File: config.mk
export PLATFORM = sky130hd
export DESIGN_NAME = pic_inta_sequencer_flat
export DESIGN_NICKNAME = d
export VERILOG_FILES = /design/src/rtl/pic_inta_sequencer_pkg.sv /design/src/rtl/pic_inta_sequencer_if.sv /design/src/rtl/pic_inta_sequencer_resolver.sv /design/src/rtl/pic_inta_sequencer.sv /design/src/flat_wrapper.sv
export SDC_FILE = /design/constraint.sdc
export NUM_CORES = 1
export LEC_CHECK = 0
export ABC_AREA = 0
export CAP_MARGIN = 5
export CELL_PAD_IN_SITES_DETAIL_PLACEMENT = 1
export CELL_PAD_IN_SITES_GLOBAL_PLACEMENT = 2
export CORE_UTILIZATION = 25
export CTS_BUF_LIST = sky130_fd_sc_hd__clkbuf_16
export DETAILED_ROUTE_END_ITERATION = 7
export GPL_TIMING_DRIVEN = 0
export MAX_ROUTING_LAYER = met4
export PLACE_DENSITY = 0.75
export SETUP_SLACK_MARGIN = 0.1
export SLEW_MARGIN = 25
export SYNTH_ARGS = -nofsm -noshare
export SYNTH_HDL_FRONTEND = slang
export SYNTH_SLANG_ARGS = --single-unit
File: constraint.sdc
create_clock -name clk -period 3.1 [get_ports clk]
set_input_delay 0.31 -clock clk [delete_from_list [all_inputs] [get_ports clk]]
set_output_delay 0.31 -clock clk [all_outputs]
set_load 0.005 [all_outputs]
File: src/rtl/pic_inta_sequencer_pkg.sv
// Shared types and constants for the PIC INTA sequencer and its priority resolver.
package pic_inta_sequencer_pkg;

    localparam int unsigned NUM_IR = 8;
    localparam logic [2:0] SPURIOUS_LVL = 3'd7;

    typedef enum logic [2:0] {
        ST_IDLE,
        ST_PEND,
        ST_ACK1,
        ST_WAIT2,
        ST_ACK2
    } state_t;

    // Index of the lowest set bit (highest priority); 0 when nothing is set.
    function automatic logic [2:0] lowest_index(input logic [NUM_IR-1:0] v);
        logic [2:0] idx;
        logic       found;
        idx   = '0;
        found = 1'b0;
        for (int unsigned i = 0; i < NUM_IR; i++) begin
            if (v[i] && !found) begin
                idx   = 3'(i);
                found = 1'b1;
            end
        end
        return idx;
    endfunction

endpackage

File: src/rtl/pic_inta_sequencer_if.sv
// Request, acknowledge, EOI and vector signals between the PIC core and the sequencer.
interface pic_inta_sequencer_if;

    logic [7:0] irr_in;
    logic [7:0] imr;
    logic       inta_n;
    logic       eoi;
    logic       seoi;
    logic [2:0] seoi_level;
    logic [4:0] vector_base;
    logic       int_out;
    logic [7:0] irr_clear;
    logic [7:0] isr;
    logic [7:0] vector;
    logic       vector_valid;

    modport slave (
        input  irr_in, imr, inta_n, eoi, seoi, seoi_level, vector_base,
        output int_out, irr_clear, isr, vector, vector_valid
    );

    modport master (
        output irr_in, imr, inta_n, eoi, seoi, seoi_level, vector_base,
        input  int_out, irr_clear, isr, vector, vector_valid
    );

endinterface

File: src/rtl/pic_inta_sequencer_resolver.sv
// Fixed-priority resolver: unmasked requests above the highest in-service level, lowest index wins.
module pic_priority_resolver
    import pic_inta_sequencer_pkg::*;
(
    input  logic [7:0] irr_in,
    input  logic [7:0] imr,
    input  logic [7:0] isr,
    output logic       eligible_any,
    output logic [2:0] winner
);

    logic [7:0] limit;
    logic [7:0] eligible;

    always_comb begin
        limit = '1;
        // Only levels strictly below the lowest in-service index may nest.
        if (isr != '0) begin
            limit = (8'(1) << lowest_index(isr)) - 8'(1);
        end
        eligible     = irr_in & ~imr & limit;
        eligible_any = |eligible;
        winner       = lowest_index(eligible);
    end

endmodule

File: src/rtl/pic_inta_sequencer.sv
// 8259-style INTA sequencer: raises INT, runs the two-pulse acknowledge, owns ISR and EOI handling.
module pic_inta_sequencer
    import pic_inta_sequencer_pkg::*;
#(
    parameter logic AEOI = 1'b0
)
(
    input  logic                        clk,
    input  logic                        rst,
    pic_inta_sequencer_if.slave         bus
);

    state_t     state;
    logic       inta_q;
    logic [2:0] level;
    logic       spurious;
    logic [7:0] isr_q;
    logic       int_q;
    logic [7:0] irr_clear_q;
    logic [7:0] vector_q;
    logic       vector_valid_q;

    logic       eligible_any;
    logic [2:0] winner;
    logic       inta_fall;
    logic       inta_rise;
    logic [7:0] eoi_clr;
    logic [7:0] aeoi_clr;
    logic [7:0] isr_set;

    pic_priority_resolver u_resolver (
        .irr_in       (bus.irr_in),
        .imr          (bus.imr),
        .isr          (isr_q),
        .eligible_any (eligible_any),
        .winner       (winner)
    );

    always_comb begin
        inta_fall = inta_q & ~bus.inta_n;
        inta_rise = ~inta_q & bus.inta_n;

        // EOI masks are derived from the pre-set ISR; a same-cycle set is OR-ed in last so it wins.
        eoi_clr = '0;
        if (bus.seoi) begin
            eoi_clr = 8'(1) << bus.seoi_level;
        end else if (bus.eoi && isr_q != '0) begin
            eoi_clr = 8'(1) << lowest_index(isr_q);
        end

        isr_set = '0;
        if (state == ST_PEND && inta_fall && eligible_any) begin
            isr_set = 8'(1) << winner;
        end

        aeoi_clr = '0;
        if (AEOI && state == ST_ACK2 && inta_rise && !spurious) begin
            aeoi_clr = 8'(1) << level;
        end
    end

    always_ff @(posedge clk) begin
        if (rst) begin
            state          <= ST_IDLE;
            inta_q         <= 1'b1;
            level          <= '0;
            spurious       <= 1'b0;
            isr_q          <= '0;
            int_q          <= 1'b0;
            irr_clear_q    <= '0;
            vector_q       <= '0;
            vector_valid_q <= 1'b0;
        end else begin
            inta_q      <= bus.inta_n;
            irr_clear_q <= '0;
            isr_q       <= (isr_q & ~eoi_clr & ~aeoi_clr) | isr_set;

            case (state)
                ST_IDLE: begin
                    if (eligible_any) begin
                        state <= ST_PEND;
                    end
                end
                ST_PEND: begin
                    if (inta_fall) begin
                        level       <= eligible_any ? winner : SPURIOUS_LVL;
                        spurious    <= ~eligible_any;
                        irr_clear_q <= isr_set;
                        int_q       <= 1'b0;
                        state       <= ST_ACK1;
                    end else begin
                        int_q <= 1'b1;
                    end
                end
                ST_ACK1: begin
                    if (inta_rise) begin
                        state <= ST_WAIT2;
                    end
                end
                ST_WAIT2: begin
                    if (inta_fall) begin
                        vector_valid_q <= 1'b1;
                        vector_q       <= {bus.vector_base, level};
                        state          <= ST_ACK2;
                    end
                end
                ST_ACK2: begin
                    if (inta_rise) begin
                        vector_valid_q <= 1'b0;
                        state          <= ST_IDLE;
                    end
                end
                default: state <= ST_IDLE;
            endcase
        end
    end

    assign bus.int_out      = int_q;
    assign bus.irr_clear    = irr_clear_q;
    assign bus.isr          = isr_q;
    assign bus.vector       = vector_q;
    assign bus.vector_valid = vector_valid_q;

endmodule

File: src/flat_wrapper.sv
// flat-port wrapper written by rule: the top's interface ports become plain ports
module pic_inta_sequencer_flat import pic_inta_sequencer_pkg::*;
#(
    parameter logic AEOI = 1'b0
)
  (clk, rst, bus_irr_in, bus_imr, bus_inta_n, bus_eoi, bus_seoi, bus_seoi_level, bus_vector_base, bus_int_out, bus_irr_clear, bus_isr, bus_vector, bus_vector_valid);
  pic_inta_sequencer_if bus_i ();
  input  logic clk;
  input  logic rst;
  input wire logic [$bits(bus_i.irr_in)-1:0] bus_irr_in;
  input wire logic [$bits(bus_i.imr)-1:0] bus_imr;
  input wire logic [$bits(bus_i.inta_n)-1:0] bus_inta_n;
  input wire logic [$bits(bus_i.eoi)-1:0] bus_eoi;
  input wire logic [$bits(bus_i.seoi)-1:0] bus_seoi;
  input wire logic [$bits(bus_i.seoi_level)-1:0] bus_seoi_level;
  input wire logic [$bits(bus_i.vector_base)-1:0] bus_vector_base;
  output wire logic [$bits(bus_i.int_out)-1:0] bus_int_out;
  output wire logic [$bits(bus_i.irr_clear)-1:0] bus_irr_clear;
  output wire logic [$bits(bus_i.isr)-1:0] bus_isr;
  output wire logic [$bits(bus_i.vector)-1:0] bus_vector;
  output wire logic [$bits(bus_i.vector_valid)-1:0] bus_vector_valid;
  assign bus_i.irr_in = bus_irr_in;
  assign bus_i.imr = bus_imr;
  assign bus_i.inta_n = bus_inta_n;
  assign bus_i.eoi = bus_eoi;
  assign bus_i.seoi = bus_seoi;
  assign bus_i.seoi_level = bus_seoi_level;
  assign bus_i.vector_base = bus_vector_base;
  assign bus_int_out = bus_i.int_out;
  assign bus_irr_clear = bus_i.irr_clear;
  assign bus_isr = bus_i.isr;
  assign bus_vector = bus_i.vector;
  assign bus_vector_valid = bus_i.vector_valid;
  pic_inta_sequencer #(.AEOI(AEOI)) u_core (.clk(clk), .rst(rst), .bus(bus_i));
endmodule
==> results of run 1 <==
==> flip-flops by register name, indices dropped and copies added (netlist names) <==
name	flops
u_core.state	3
u_core.bus.int_out	1
u_core.bus.vector	8
u_core.bus.isr	8
u_core.level	3
u_core.bus.vector_valid	1
u_core.bus.irr_clear	8
u_core.inta_q	1
==> area by class of cell <==
type | instances | area (um^2)
repair buffers | 54 | 541
fillers | 702 | 3650
inverters | 3 | 11.3
flip-flops and latches | 33 | 661
clock buffers | 5 | 125
well taps | 75 | 93.8
plain buffers | 9 | 41.3
multi-input cells | 146 | 901
clock inverters | 3 | 37.5
==> repair_timing <==
| item | 4_1_cts | 5_1_grt |
|---|---|---|
| setup buffers | 0 | 0 |
| setup endpoints to repair | 10 | 10 |
| resized for setup | 1 | 1 |
| hold buffers | 0 | 0 |
| hold endpoints to repair | 0 | 0 |
==> where the power goes <==
part	internal, mW	switching, mW	leakage, nW	total [mW]
combinational	0.0856	0.0909	0.482	0.177
sequential	0.438	0.0101	0.267	0.448
clock	0.373	0.171	0.0826	0.544
==> kinds of logic after synthesis <==
logic type	after synthesis	synth area share
buffers and inverters	12	0.0328
muxes	1	0.00625
adders and majority gates	1	0.00781
xor gates and xnor gates	1	0.00547
and+or+nand+nor	95	0.336
AOI/OAI and AO/OA	48	0.200
DFF	33	0.412
==> cell usage after synthesis, drive strengths merged, types with 3 or more instances <==
cell    number  area, um^2
nor2b        8        50.1
nor2        13        48.8
or3          5        36.3
nand2       16        60.1
a21oi       18        90.1
inv          3        11.3
nor3         7        35.0
nand3b       4        30.0
o21ai        7        35.0
nand2b      10        62.6
nor3b        4        30.0
nand3       14        70.1
clkbuf       8        30.0
dfxtp       33         661
o221ai       3        26.3
==> metal layers <==
| metal | wire (um) | global-route usage | up-vias |
|---|---|---|---|
| met4 | 57 | 0.0509 | 0 |
| met2 | 2270 | 0.264 | 43 |
| li1 | - | - | 827 |
| met1 | 2430 | 0.201 | 760 |
| met5 | 0 | - | - |
| met3 | 244 | 0.0356 | 6 |
==> how the worst max path moves through the flow <==
| stage | endpoint | slack [ps] | start | cells past startpoint |
|---|---|---|---|---|
| 2_1_floorplan | u_core.level[0] | 550 | u_core.bus.isr[4] | 9 |
| 3_3_place_gp | u_core.bus.isr[5] | 70 | u_core.bus.isr[4] | 8 |
| 3_5_place_dp | u_core.bus.isr[5] | 40 | u_core.bus.isr[4] | 8 |
| 4_1_cts | u_core.bus.isr[2] | 230 | u_core.bus.isr[5] | 8 |
| 5_1_grt | u_core.level[0] | 120 | u_core.bus.isr[4] | 9 |
| 6_report | u_core.level[0] | 240 | u_core.bus.isr[4] | 9 |
==> metrics by stage <==
step	power [mW]	instances
2_1_floorplan	0.548	191
3_3_place_gp	0.632	320
3_5_place_dp	0.633	320
4_1_cts	1.18	328
5_1_grt	1.22	328
6_report	1.17	328
==> critical path: cells and delay by family, from the launching register on <==
family                   cells  cell delay (ps)
flip-flops                   1              310
AO/OA/AOI/OAI                3              490
AND/OR/NAND/NOR              4             1440
buffers and inverters        1              240
adder cells (fa/ha/maj)      1              270
==> metrics.md, run 1 <==
| Metric | Value |
|---|---|
| Antenna Cells | 0 |
| Period utilisation layout | 0.922 |
| Vias after detailed routing | 1636 |
| Via-to-Cell Ratio | 4.99 |
| Setup violations, final | 0 |
| Hold Startpoint | u_core.bus.vector[6] |
| Initial antenna violation count | 0 |
| CP Capture Type | register |
| Post-DP HPWL | 3.78 mm |
| Peak VDD IR | 0.000351 V |
| Worst Path Required | 3260 ps |
| CP startpoint kind | register |
| Final ANT Viol Nets | 0 |
| Gr usage total | 0.163 |
| TNS Setup | 0 ps |
| Vias in the first global route | 1630 |
| Share of cells above drive strength 1 | 0.0553 |
| Critical Path AT | 3020 ps |
| Final wirelength | 5.00 mm |
| Die Y | 82.1 um |
| Cells after Synth | 191 |
| Crit path largest cell delay | 590 ps |
| Crit-path cells | clkbuf_1 -> nor4_2 -> a21oi_1 -> ha_1 -> nand2_1 -> a21boi_0 -> or4b_1 -> and4_1 -> o31a_1 |
| RSZ-0062 raised after global routing | false |
| CTS tree | built |
| Power per cell area | 485 nW/um^2 |
| Synth-to-Final Area Change | 50.4% |
| IO buf count | 54 |
| Status | finished, final reports clean |
| Worst hold slack | 453 ps |
| Max Cap Viol | 0 |
| Worst Skew | 5.90 ps |
| Worst hold endpoint | u_core.bus.vector[6] |
| Top-Level Pins | 55 |
| Most used flip-flop cell after synthesis | dfxtp_1 |
| Layout Nets | 282 |
| Final GP Congestion | 0.795 |
| CTS clk-pin slew, worst paths | 50 ps |
| Seq/Total Area, Yosys | 0.412 |
| Hold depth | 2 |
| Die width | 82.1 um |
| Initial Utilization | 0.264 |
| Clock Latency Late Sink | 270 ps |
| R2r endpoint | u_core.level[0] |
| R2r setup slk | 240 ps |
| Sink Count | 33 |
| Design Area, Final | 2410 um^2 |
| Max Transition Viols Final | 0 |
| DR DRC count | 0 |
| CP max FO | 10 |
| Most frequent cells in the layout | clkdlybuf4s50_1 (54), dfxtp_1 (33), a21oi_1 (18) |
| HP Class | register to register |
| Syn avg cell area | 8.39 um^2 |
| Unique cell type count in the Yosys netlist | 52 |
| Final Util | 0.398 |
| Actual slew at the worst max-slew pin | 516 ps |
| Worst reg-to-reg path cell count | 9 |
| Row count | 28 |
| Synth async-reset ratio | 0 |
| Worst setup margin | 241 ps |
| Fmax achieved | 350 MHz |
| Clk root buf | clkbuf_16 |
| YS warnings | 0 |
| H-Tree Depth | 2 |
| Slowest CP cell | or4b_1 |
| Core Footprint | 6060 um^2 |
| TritonCTS buffer count | 5 |
| Die area | 6740 um^2 |
| Post-synth EDFFs | 0 |
| Pre-antenna DRT Iters | 4 |
| 1st-iter DRT viols | 41 |
| Placed cell area | 2240 um^2 |
| GRT overflow | 0 |
| Mapped Nets | 221 |
| R2r startpoint | u_core.bus.isr[4] |
| Synth Register Bits | 33 |
| Clk buf depth | 2 |
| Routed length per instance | 15.3 um |
| Commonest non-fill, non-tap cell in the layout | clkdlybuf4s50_1 |
| First-pass GRT wire length | 7.99 mm |
| Hold Violations, Final | 0 |
| Crit Path Class | register to register |
| Final period demand of the worst path | 2860 ps |
| Mapped cell area | 1600 um^2 |
| Worst slack, placed | 39.8 ps |
| Pin count of the biggest net entering global routing | 11 |
| Max-slew headroom | 0.654 |
| Leakage | 0.831 nW |
Power figures use the tool's default switching activity.
==> inputs of run 2 (changes only) <==
--- a/config.mk
+++ b/config.mk
@@ -9,6 +9,7 @@
 export CAP_MARGIN = 5
 export CELL_PAD_IN_SITES_DETAIL_PLACEMENT = 1
 export CELL_PAD_IN_SITES_GLOBAL_PLACEMENT = 2
+export CORE_MARGIN = 10
 export CORE_UTILIZATION = 25
 export CTS_BUF_LIST = sky130_fd_sc_hd__clkbuf_16
 export DETAILED_ROUTE_END_ITERATION = 7
==> run 2 against run 1 <==
Against the previous run:
- wire length is 12% higher
- clock power up 3%
- core utilization decreased by 1.1 points
- first-iteration DRC count up 85%
- critical endpoint unchanged
- largest power group unchanged
==> metrics.md, run 2 (same netlist as run 1, synthesis figures left out) <==
| Metric | Value |
|---|---|
| Vias in the first global route | 1793 (+10%) |
| Final ANT Viol Nets | 0 (unchanged) |
| CP max FO | 9 (-1) |
| Grt met1 use | 0.135 (-0.0668) |
| Via-to-Cell Ratio | 5.12 (+2.6%) |
| Leakage | 0.832 nW (about the same) |
| Post-CTS setup buffers | 0 (unchanged) |
| Sink Count | 33 (unchanged) |
| Global-route met3 utilization | 0.0330 (-0.00259) |
| Pre-antenna DRT Iters | 4 (unchanged) |
| Final GP Congestion | 0.810 (+2.0%) |
| Flop pwr share | 0.377 (-0.006) |
| Power per cell area | 489 nW/um^2 (+0.88%) |
| Final wirelength | 5.61 mm (+12%) |
| CTS tree | built |
| Synth-to-Final Area Change | 51.4% |
| CTS clk-pin slew, worst paths | 60 ps (about the same) |
| Die Y | 100 um (+22%) |
| Routed length per instance | 17.0 um (+11%) |
| Max Cap Viol | 0 (unchanged) |
| Clock network fraction of design power | 0.473 (+0.007) |
| TritonCTS buffer count | 5 (unchanged) |
| Hold Violations, Final | 0 (unchanged) |
| CP startpoint kind | register |
| HP Class | register to register |
| Gr usage total | 0.113 (-0.0500) |
| Sw Ratio | 0.241 (+0.00847) |
| Worst Skew | 3.36 ps (-2.54 ps) |
| Status | finished, final reports clean |
| Actual slew at the worst max-slew pin | 534 ps (+18.5 ps) |
| Critical Path Start | u_core.bus.isr[5] |
| First-pass GRT wire length | 9.14 mm (+14%) |
| CP Capture Type | register |
| Top-Level Pins | 55 (unchanged) |
| Layout Nets | 282 (unchanged) |
| Critical Path AT | 2950 ps (-70 ps) |
| Pint | 900 uW (+0.39%) |
| R2r setup slk | 320 ps (+80 ps) |
| Worst Path Required | 3270 ps (about the same) |
| H-Tree Depth | 2 (unchanged) |
| Pin count of the biggest net entering global routing | 12 (+1) |
| RSZ-0062 raised after global routing | false |
| Initial antenna violation count | 0 (unchanged) |
| Share of cells above drive strength 1 | 0.0593 (+0.00395) |
| Antenna Cells | 0 (unchanged) |
| Die area | 10000 um^2 (+49%) |
| IO buf count | 54 (unchanged) |
| Final period demand of the worst path | 2780 ps (-78.9 ps) |
| Max-slew headroom | 0.642 (-0.0124) |
| Max Transition Viols Final | 0 (unchanged) |
| R2r startpoint | u_core.bus.isr[5] |
| Die width | 100 um (+22%) |
| Crit Path Class | register to register |
| TNS Setup | 0 ps (unchanged) |
| Setup violations, final | 0 (unchanged) |
| Hold depth | 2 (unchanged) |
| Fmax achieved | 360 MHz (+2.8%) |
| Clock Latency Late Sink | 270 ps (about the same) |
| Net Switching | 286 uW (+5.2%) |
| Most frequent cells in the layout | clkdlybuf4s50_1 (54), dfxtp_1 (33), a21oi_1 (18) |
| Post-DP HPWL | 4.30 mm (+14%) |
| Multi-input combinational cell area | 910 um^2 (+0.97%) |
| Core Footprint | 6280 um^2 (+3.6%) |
| Initial Utilization | 0.255 (-0.00912) |
| Comb pwr share | 0.150 (about the same) |
| Hold Startpoint | u_core.bus.vector[6] |
| Peak VDD IR | 0.000357 V (+2.0%) |
| Clk buf depth | 2 (unchanged) |
| Post-CTS Hold Buffers | 0 (unchanged) |
| Tot Pwr | 1.19 mW (+1.5%) |
| Top Usage Layer GRT | met2 |
| Commonest non-fill, non-tap cell in the layout | clkdlybuf4s50_1 |
| GRT overflow | 0 (unchanged) |
| Final Util | 0.386 (-0.0113) |
| Layout fillers | 734 (+4.6%) |
| Row count | 29 (+3.6%) |
| Storage cell area | 661 um^2 (unchanged) |
| Worst reg-to-reg path cell count | 9 (unchanged) |
| Fin cells | 330 (+0.61%) |
| Period utilisation layout | 0.897 (-0.0255) |
| Clk root buf | clkbuf_16 |
| Vias after detailed routing | 1689 (+3.2%) |
| GR Util met2 | 0.192 (-0.0715) |
| 1st-iter DRT viols | 76 (+85%) |
| DR DRC count | 0 (unchanged) |
| # placed instances | 322 (+0.63%) |
run 2: cell types whose count changed in the layout (fill, tap and decap cells not counted):
cell | previous run | this run
nor4_4 | 0 | 1
clkinvlp_4 | 0 | 1
inv_1 | 4 | 3
nor4_2 | 1 | 0
run 2: path summary, 6_finish.rpt:
path / end
worst max-delay path: u_core.level[0]
worst max register to register: u_core.level[0]
worst min-delay path: u_core.bus.vector[6]
worst min register to register: u_core.bus.vector[6]
run 2: power groups by stage:
| stage | Combinational, mW | Clock [mW] | Sequential [mW] |
|---|---|---|---|
| 5_1_grt | 0.199 | 0.593 | 0.450 |
| 3_5_place_dp | 0.177 | 0 | 0.457 |
| 2_1_floorplan | 0.0938 | 0 | 0.455 |
| 4_1_cts | 0.179 | 0.567 | 0.448 |
| 6_report | 0.178 | 0.561 | 0.448 |
| 3_3_place_gp | 0.176 | 0 | 0.457 |
run 2: area by class of cell:
type / instances / share of cell area
multi-input cells: 146 / 0.375
well taps: 77 / 0.0397
clock inverters: 3 / 0.0170
flip-flops and latches: 33 / 0.272
plain buffers: 9 / 0.0170
inverters: 3 / 0.00464
repair buffers: 54 / 0.223
clock buffers: 5 / 0.0516
run 2: critical path: stages, from the launching register on:
cell,delay (ps)
dfxtp_1,310
clkbuf_1,260
nor4_4,440
a21oi_1,120
ha_1,250
nand2_1,70
a21boi_0,70
or4b_1,590
and4_1,250
o31a_1,290
run 2: repair_timing:
item,4_1_cts,5_1_grt
setup endpoints to repair,11,11
gates resized for setup,1,2
endpoints found under the hold margin,0,0
pin swaps,0,0
run 2: through the flow:
step | setup WS (ps) | instance area [um^2] | hold slack [ps]
2_1_floorplan | 553 | 1600 | 417
3_3_place_gp | 93.5 | 2240 | 443
3_5_place_dp | 33.5 | 2240 | 450
4_1_cts | 165 | 2410 | 458
5_1_grt | 123 | 2430 | 477
6_report | 320 | 2430 | 455
run 2: metal layers:
| metal | wire, um | up-vias | share of wire |
|---|---|---|---|
| met5 | 0 | - | 0 |
| li1 | - | 827 | - |
| met4 | 14 | 0 | 0.0025 |
| met1 | 2600 | 810 | 0.46 |
| met2 | 2710 | 50 | 0.48 |
| met3 | 290 | 2 | 0.052 |
==> inputs of run 3 (changes only) <==
--- a/config.mk
+++ b/config.mk
@@ -10,12 +10,12 @@
 export CELL_PAD_IN_SITES_DETAIL_PLACEMENT = 1
 export CELL_PAD_IN_SITES_GLOBAL_PLACEMENT = 2
 export CORE_MARGIN = 10
-export CORE_UTILIZATION = 25
-export CTS_BUF_LIST = sky130_fd_sc_hd__clkbuf_16
+export CORE_UTILIZATION = 24
+export CTS_BUF_LIST = sky130_fd_sc_hd__clkbuf_4 sky130_fd_sc_hd__clkbuf_8
 export DETAILED_ROUTE_END_ITERATION = 7
 export GPL_TIMING_DRIVEN = 0
 export MAX_ROUTING_LAYER = met4
-export PLACE_DENSITY = 0.75
+export PLACE_DENSITY = 0.76
 export SETUP_SLACK_MARGIN = 0.1
 export SLEW_MARGIN = 25
 export SYNTH_ARGS = -nofsm -noshare
==> constraint.sdc (replaced) <==
create_clock -name clk -period 2.51 [get_ports clk]
set_input_delay 0.251 -clock clk [delete_from_list [all_inputs] [get_ports clk]]
set_output_delay 0.251 -clock clk [all_outputs]
set_load 0.005 [all_outputs]
==> run 3 against run 2 <==
Against the previous run:
- count of clock-buffer cells in the layout is 1 higher
- design area is 1.7% higher
- final cell count is 1.8% higher
- worst setup slack worse by 160 ps
- via count is 0.53% higher
- sequential power is 23% higher
==> metrics.md, run 3 (same netlist as run 1, synthesis figures left out) <==
| Metric | Value |
|---|---|
| Max Transition Viols Final | 0 (unchanged) |
| Post-CTS Hold Buffers | 0 (unchanged) |
| Vias after detailed routing | 1698 (+0.53%) |
| Fmax achieved | 426 MHz (+19%) |
| Routed length per instance | 16.8 um (-1.3%) |
| Critical Path AT | 2530 ps (-420 ps) |
| Hold depth | 2 (unchanged) |
| Sink Count | 33 (unchanged) |
| Net Switching | 337 uW (+18%) |
| Sw Ratio | 0.257 (+0.0152) |
| Worst Path Required | 2700 ps (-570 ps) |
| Hold Violations, Final | 0 (unchanged) |
| Via-to-Cell Ratio | 5.05 (-1.3%) |
| Clock Latency Late Sink | 290 ps (+20 ps) |
| Slowest CP cell | or4b_4 |
| H-Tree Depth | 2 (unchanged) |
| Leakage | 0.858 nW (+3.1%) |
| Hold Startpoint | u_core.bus.vector[6] |
| CP Capture Type | register |
| Max-slew headroom | 0.620 (-0.0213) |
| Core Footprint | 6420 um^2 (+2.3%) |
| Crit path depth | 9 (unchanged) |
| Final period demand of the worst path | 2350 ps (-434 ps) |
| Clk buf depth | 2 (unchanged) |
| Die Y | 102 um (+1.6%) |
| Die area | 10300 um^2 (+3.3%) |
| Crit-path cells | buf_6 -> nor4_4 -> a21oi_1 -> ha_2 -> nand2_1 -> a21boi_1 -> or4b_4 -> and4_4 -> o31a_1 |
| Critical Path Start | u_core.bus.isr[5] |
| CP max FO | 4 (-5) |
| Gr usage total | 0.113 (-0.000226) |
| Top-Level Pins | 55 (unchanged) |
| Crit-path leading delay family | simple AND/OR/NAND/NOR gates |
| Layout fillers | 751 (+2.3%) |
| TritonCTS buffer count | 5 (unchanged) |
| Final Util | 0.384 (-0.00231) |
| Initial antenna violation count | 0 (unchanged) |
| Final wirelength | 5.64 mm (+0.50%) |
| Period utilisation layout | 0.935 (+0.0377) |
| Post-DP HPWL | 4.36 mm (+1.3%) |
| First-pass GRT wire length | 9.11 mm (-0.37%) |
| Pin count of the biggest net entering global routing | 12 (unchanged) |
| Antenna Cells | 0 (unchanged) |
| Flop pwr share | 0.420 (+0.043) |
| Synth-to-Final Area Change | 53.9% |
| Die width | 102 um (+1.6%) |
| Peak VDD IR | 0.000288 V (-19%) |
| Clock network fraction of design power | 0.404 (-0.069) |
| Initial Utilization | 0.250 (-0.00577) |
| R2r setup slk | 160 ps (-160 ps) |
| CTS clk-pin slew, worst paths | 80 ps (+20 ps) |
| Commonest non-fill, non-tap cell in the layout | clkdlybuf4s50_1 |
| Pre-antenna DRT Iters | 4 (unchanged) |
| HP Class | register to register |
| CP Buf/Inv Count | 1 (unchanged) |
| Crit path largest cell delay | 570 ps (-20 ps) |
| Crit Path Class | register to register |
| Status | finished, final reports clean |
| DR DRC count | 0 (unchanged) |
| Pint | 977 uW (+8.6%) |
| Most frequent cells in the layout | clkdlybuf4s50_1 (54), dfxtp_1 (31), a21oi_1 (18) |
| Setup violations, final | 0 (unchanged) |
| CP startpoint kind | register |
| Final ANT Viol Nets | 0 (unchanged) |
| CTS tree | built |
| GRT overflow | 0 (unchanged) |
| Actual slew at the worst max-slew pin | 566 ps (+31.7 ps) |
| IO buf count | 54 (unchanged) |
| Share of cells above drive strength 1 | 0.116 (+0.0565) |
| Clk root buf | clkbuf_8 |
| Comb pwr share | 0.176 (+0.026) |
| 1st-iter DRT viols | 63 (-17%) |
| Row count | 29 (unchanged) |
| Multi-input combinational cell area | 935 um^2 (+2.8%) |
| Worst hold slack | 456 ps (+0.599 ps) |
| Tot Pwr | 1.31 mW (+11%) |
| Power per cell area | 533 nW/um^2 (+9.0%) |
| Final GP Congestion | 0.799 (-1.4%) |
| Max Cap Viol | 0 (unchanged) |
| Layout Nets | 288 (+2.1%) |
| Storage cell area | 663 um^2 (+0.38%) |
| Worst Skew | 9.74 ps (+6.38 ps) |
| RSZ-0062 raised after global routing | false |
| TNS Setup | 0 ps (unchanged) |
| Worst reg-to-reg path cell count | 9 (unchanged) |
| Vias in the first global route | 1761 (-1.8%) |
| R2r startpoint | u_core.bus.isr[5] |
run 3: changes by cell type in the layout (fill, tap and decap cells not counted), moves of 2 or more:
cell,before,now
buf_4,0,5
clkbuf_1,8,6
clkbuf_16,5,0
clkbuf_8,0,7
dfxtp_1,33,31
dfxtp_2,0,2
run 3: tightest hold or removal path, cell delays in order (launching register included):
cell	delay [ps]
dfxtp_1	310
nand2_1	50
a21oi_1	50
run 3: what timing repair did:
item,in CTS,in global routing
setup endpoints to repair,14,10
resized for setup,6,10
endpoints found under the hold margin,0,0
pin swaps,1,4
gates cloned,0,1
buffers inserted,1,4
run 3: power groups by stage:
stage / logic (mW) / clock network (mW) / registers [mW]
6_report: 0.231 / 0.531 / 0.553
5_1_grt: 0.258 / 0.571 / 0.555
4_1_cts: 0.225 / 0.552 / 0.553
3_5_place_dp: 0.219 / 0 / 0.564
3_3_place_gp: 0.218 / 0 / 0.564
2_1_floorplan: 0.117 / 0 / 0.561
run 3: path summary, 6_finish.rpt:
kind / to
worst max-delay path: u_core.level[0]
worst min-delay path: u_core.bus.vector[6]
worst max register to register: u_core.level[0]
worst min register to register: u_core.bus.vector[6]
run 3: area by class of cell:
class,instances,area share
Timing Repair Buffer,60,0.236
Clock buffer,6,0.0335
Multi-Input combinational cell,146,0.379
Buffer,9,0.0238
Inverter,3,0.00456
Sequential cell,33,0.269
Clock inverter,2,0.0152
Tap cell,77,0.0390
run 3: layer usage:
metal	wire, um	GRT usage	vias up
met3	289	0.0313	4
met5	0	-	-
met2	2650	0.176	40
li1	-	-	840
met1	2640	0.140	814
met4	59	0.0297	0
run 3: through the flow:
stage               instance area (um^2)  instances  worst slack (ps)
finish                              2470        336               164
global route                        2470        336              94.0
CTS                                 2400        331               106
detailed placement                  2260        322              -227
global placement                    2260        322              -198
floorplan                           1620        191               147
==> RTL edit (flow settings as in run 2) <==
`AEOI` is set to 1'b0 in 2 places; all go to 1'b1.
--- a/src/rtl/pic_inta_sequencer.sv
+++ b/src/rtl/pic_inta_sequencer.sv
@@ -2,7 +2,7 @@
 module pic_inta_sequencer
     import pic_inta_sequencer_pkg::*;
 #(
-    parameter logic AEOI = 1'b0
+    parameter logic AEOI = 1'b1
 )
 (
     input  logic                        clk,
--- a/src/flat_wrapper.sv
+++ b/src/flat_wrapper.sv
@@ -1,7 +1,7 @@
 // flat-port wrapper written by rule: the top's interface ports become plain ports
 module pic_inta_sequencer_flat import pic_inta_sequencer_pkg::*;
 #(
-    parameter logic AEOI = 1'b0
+    parameter logic AEOI = 1'b1
 )
   (clk, rst, bus_irr_in, bus_imr, bus_inta_n, bus_eoi, bus_seoi, bus_seoi_level, bus_vector_base, bus_int_out, bus_irr_clear, bus_isr, bus_vector, bus_vector_valid);
   pic_inta_sequencer_if bus_i ();
Function: changed (a bounded check fails within 10 cycles, from zero or initial values and one cycle with rst high).
==> RTL edit against run 2 <==
Global-route usage rose by 1.1 points; highest routed layer unchanged; largest cell class unchanged; design area rose by 18%; routed wire length rose by 17%; sequential share of layout area fell by 3.2 points; total power rose by 14%; synthesized area rose by 14%; die area rose by 11%; sequential cell count rose by 1; largest power group unchanged; worst setup slack got worse by 0.25 ns.
==> RTL edit: results (changes against run 2) <==
[timing]
fmax_mhz=330  ; -8.1%
tightestPinTransition_ns=0.735  ; +0.201 ns
fin_worst_skew_ns=0.00259  ; -0.000775 ns
holdWs_ns=0.496  ; +0.0403 ns

[final_layout]
instances_no_fill=388  ; +18%
final_net_count=318  ; +13%
drive_gt1_share_pct=18.0  ; +12 points
antenna_cells=0  ; unchanged

[pwr]
vdd_drop_max_v=0.000207  ; -42%
p_leak_nw=1.03  ; +24%

[place]
routabilityCongestion=0.800  ; -1.2%
placed_cells=372  ; +16%
io_buffers=53  ; -1.9%
placed_cell_area_um2=2490  ; +11%
place_hpwl_um=4950  ; +15%
dpl_worst_slack_ns=-0.379  ; -0.413 ns

[yosys]
synthArstFlopShare_pct=0  ; unchanged
synth.distinct_cells=56  ; +7.7%
syn-instance-count=220  ; +15%
ys.flop_type=dfxtp_1
netlist_top_cells_area=dfxtp_1, nor2_1, mux2i_1, nand2_1, a21oi_1
ys_seq_area_share_pct=37.3  ; -3.9 points
synth_nets=250  ; +13%
synth_common_cells=nor2_1, dfxtp_1, nand2_1, a21oi_1

[setup_path]
critPathTopFamily=simple AND/OR/NAND/NOR gates
max_stage_delay_ns=0.52  ; -0.07 ns
r2r_end=u_core.bus.isr[6]$_SDFF_PP0_
crit_fanout=6  ; -3
setup.worst_path.start=u_core.bus.isr[1]$_SDFF_PP0_
r2r_cells=13  ; +4
cpMaxStageDelayCell=or4_4
cp.arrival_ns=3.19  ; +0.24 ns

[global_routing]
grt_usage_pct=12.4  ; +1.1 points
grt_pass1_wl_um=11000  ; +20%
grt_pass1_vias=2112  ; +18%

[run_status]
status=finished clean

[clocking]
path_clk_slew_ns=0.05

[detailed_routing]
vias=1906  ; +13%
routed_wl_um=6570  ; +17%
drt-initial-drc-count=34  ; -55%

[hold_path]
hold_path.class=flop to flop
min_to=u_core.bus.vector[0]$_SDFFE_PP0P_
hold_start=u_core.bus.vector[0]$_SDFFE_PP0P_

## RTL edit: cell types whose count changed in the layout (fill, tap and decap cells not counted), moves of 3 or more
| cell | change |
|---|---|
| nor2_1 | +20 |
| o31ai_1 | +3 |
| inv_1 | +6 |
| buf_4 | +7 |
| a21oi_1 | -12 |
| o21bai_1 | +3 |
| or3_1 | -3 |
| nor3b_1 | -3 |
| mux2i_1 | +7 |
| nand2b_1 | -5 |
| nand3_1 | -13 |
| a21oi_2 | +3 |
## RTL edit: what timing repair did
action,CTS,global route
endpoints found under the hold margin,0,0
endpoints found under the setup margin,17,14
buffers inserted,8,0
pin swaps,10,13
resized for setup,23,9
## RTL edit: logic make-up (layout without fill, tap and decap cells)
family	count (synthesis)	in the layout	synth area share, %
AOI/OAI and AO/OA	51	51	21.0
xor gates and xnor gates	1	1	0.481
adders and majority gates	1	1	0.686
buffers and inverters	18	87	3.77
DFF	34	34	37.3
muxes	9	9	5.01
and+or+nand+nor	106	106	31.7
## RTL edit: layout make-up
class                      instances  area [µm²]
fill                             825        4300
clock buffer                       5         125
tap                               99         124
multi-input combinational        168        1200
buffer                             9        41.3
inverter                           9        33.8
clock inverter                     3        63.8
timing repair buffer              61         594
sequential                        34         689
## RTL edit: per-layer routing
metal  wire [µm]  vias to the layer above  track usage (%)
met4          44                        0             2.75
met1        2960                      919             14.3
met3         271                        6             3.05
li1            -                      939                -
met2        3290                       42             21.4
met5           0                        -                -
## RTL edit: power by group
part           switching [mW]  internal (mW)  total, mW
combinational           0.131          0.121      0.252
clock                   0.188          0.458      0.645
sequential            0.00889          0.449      0.458
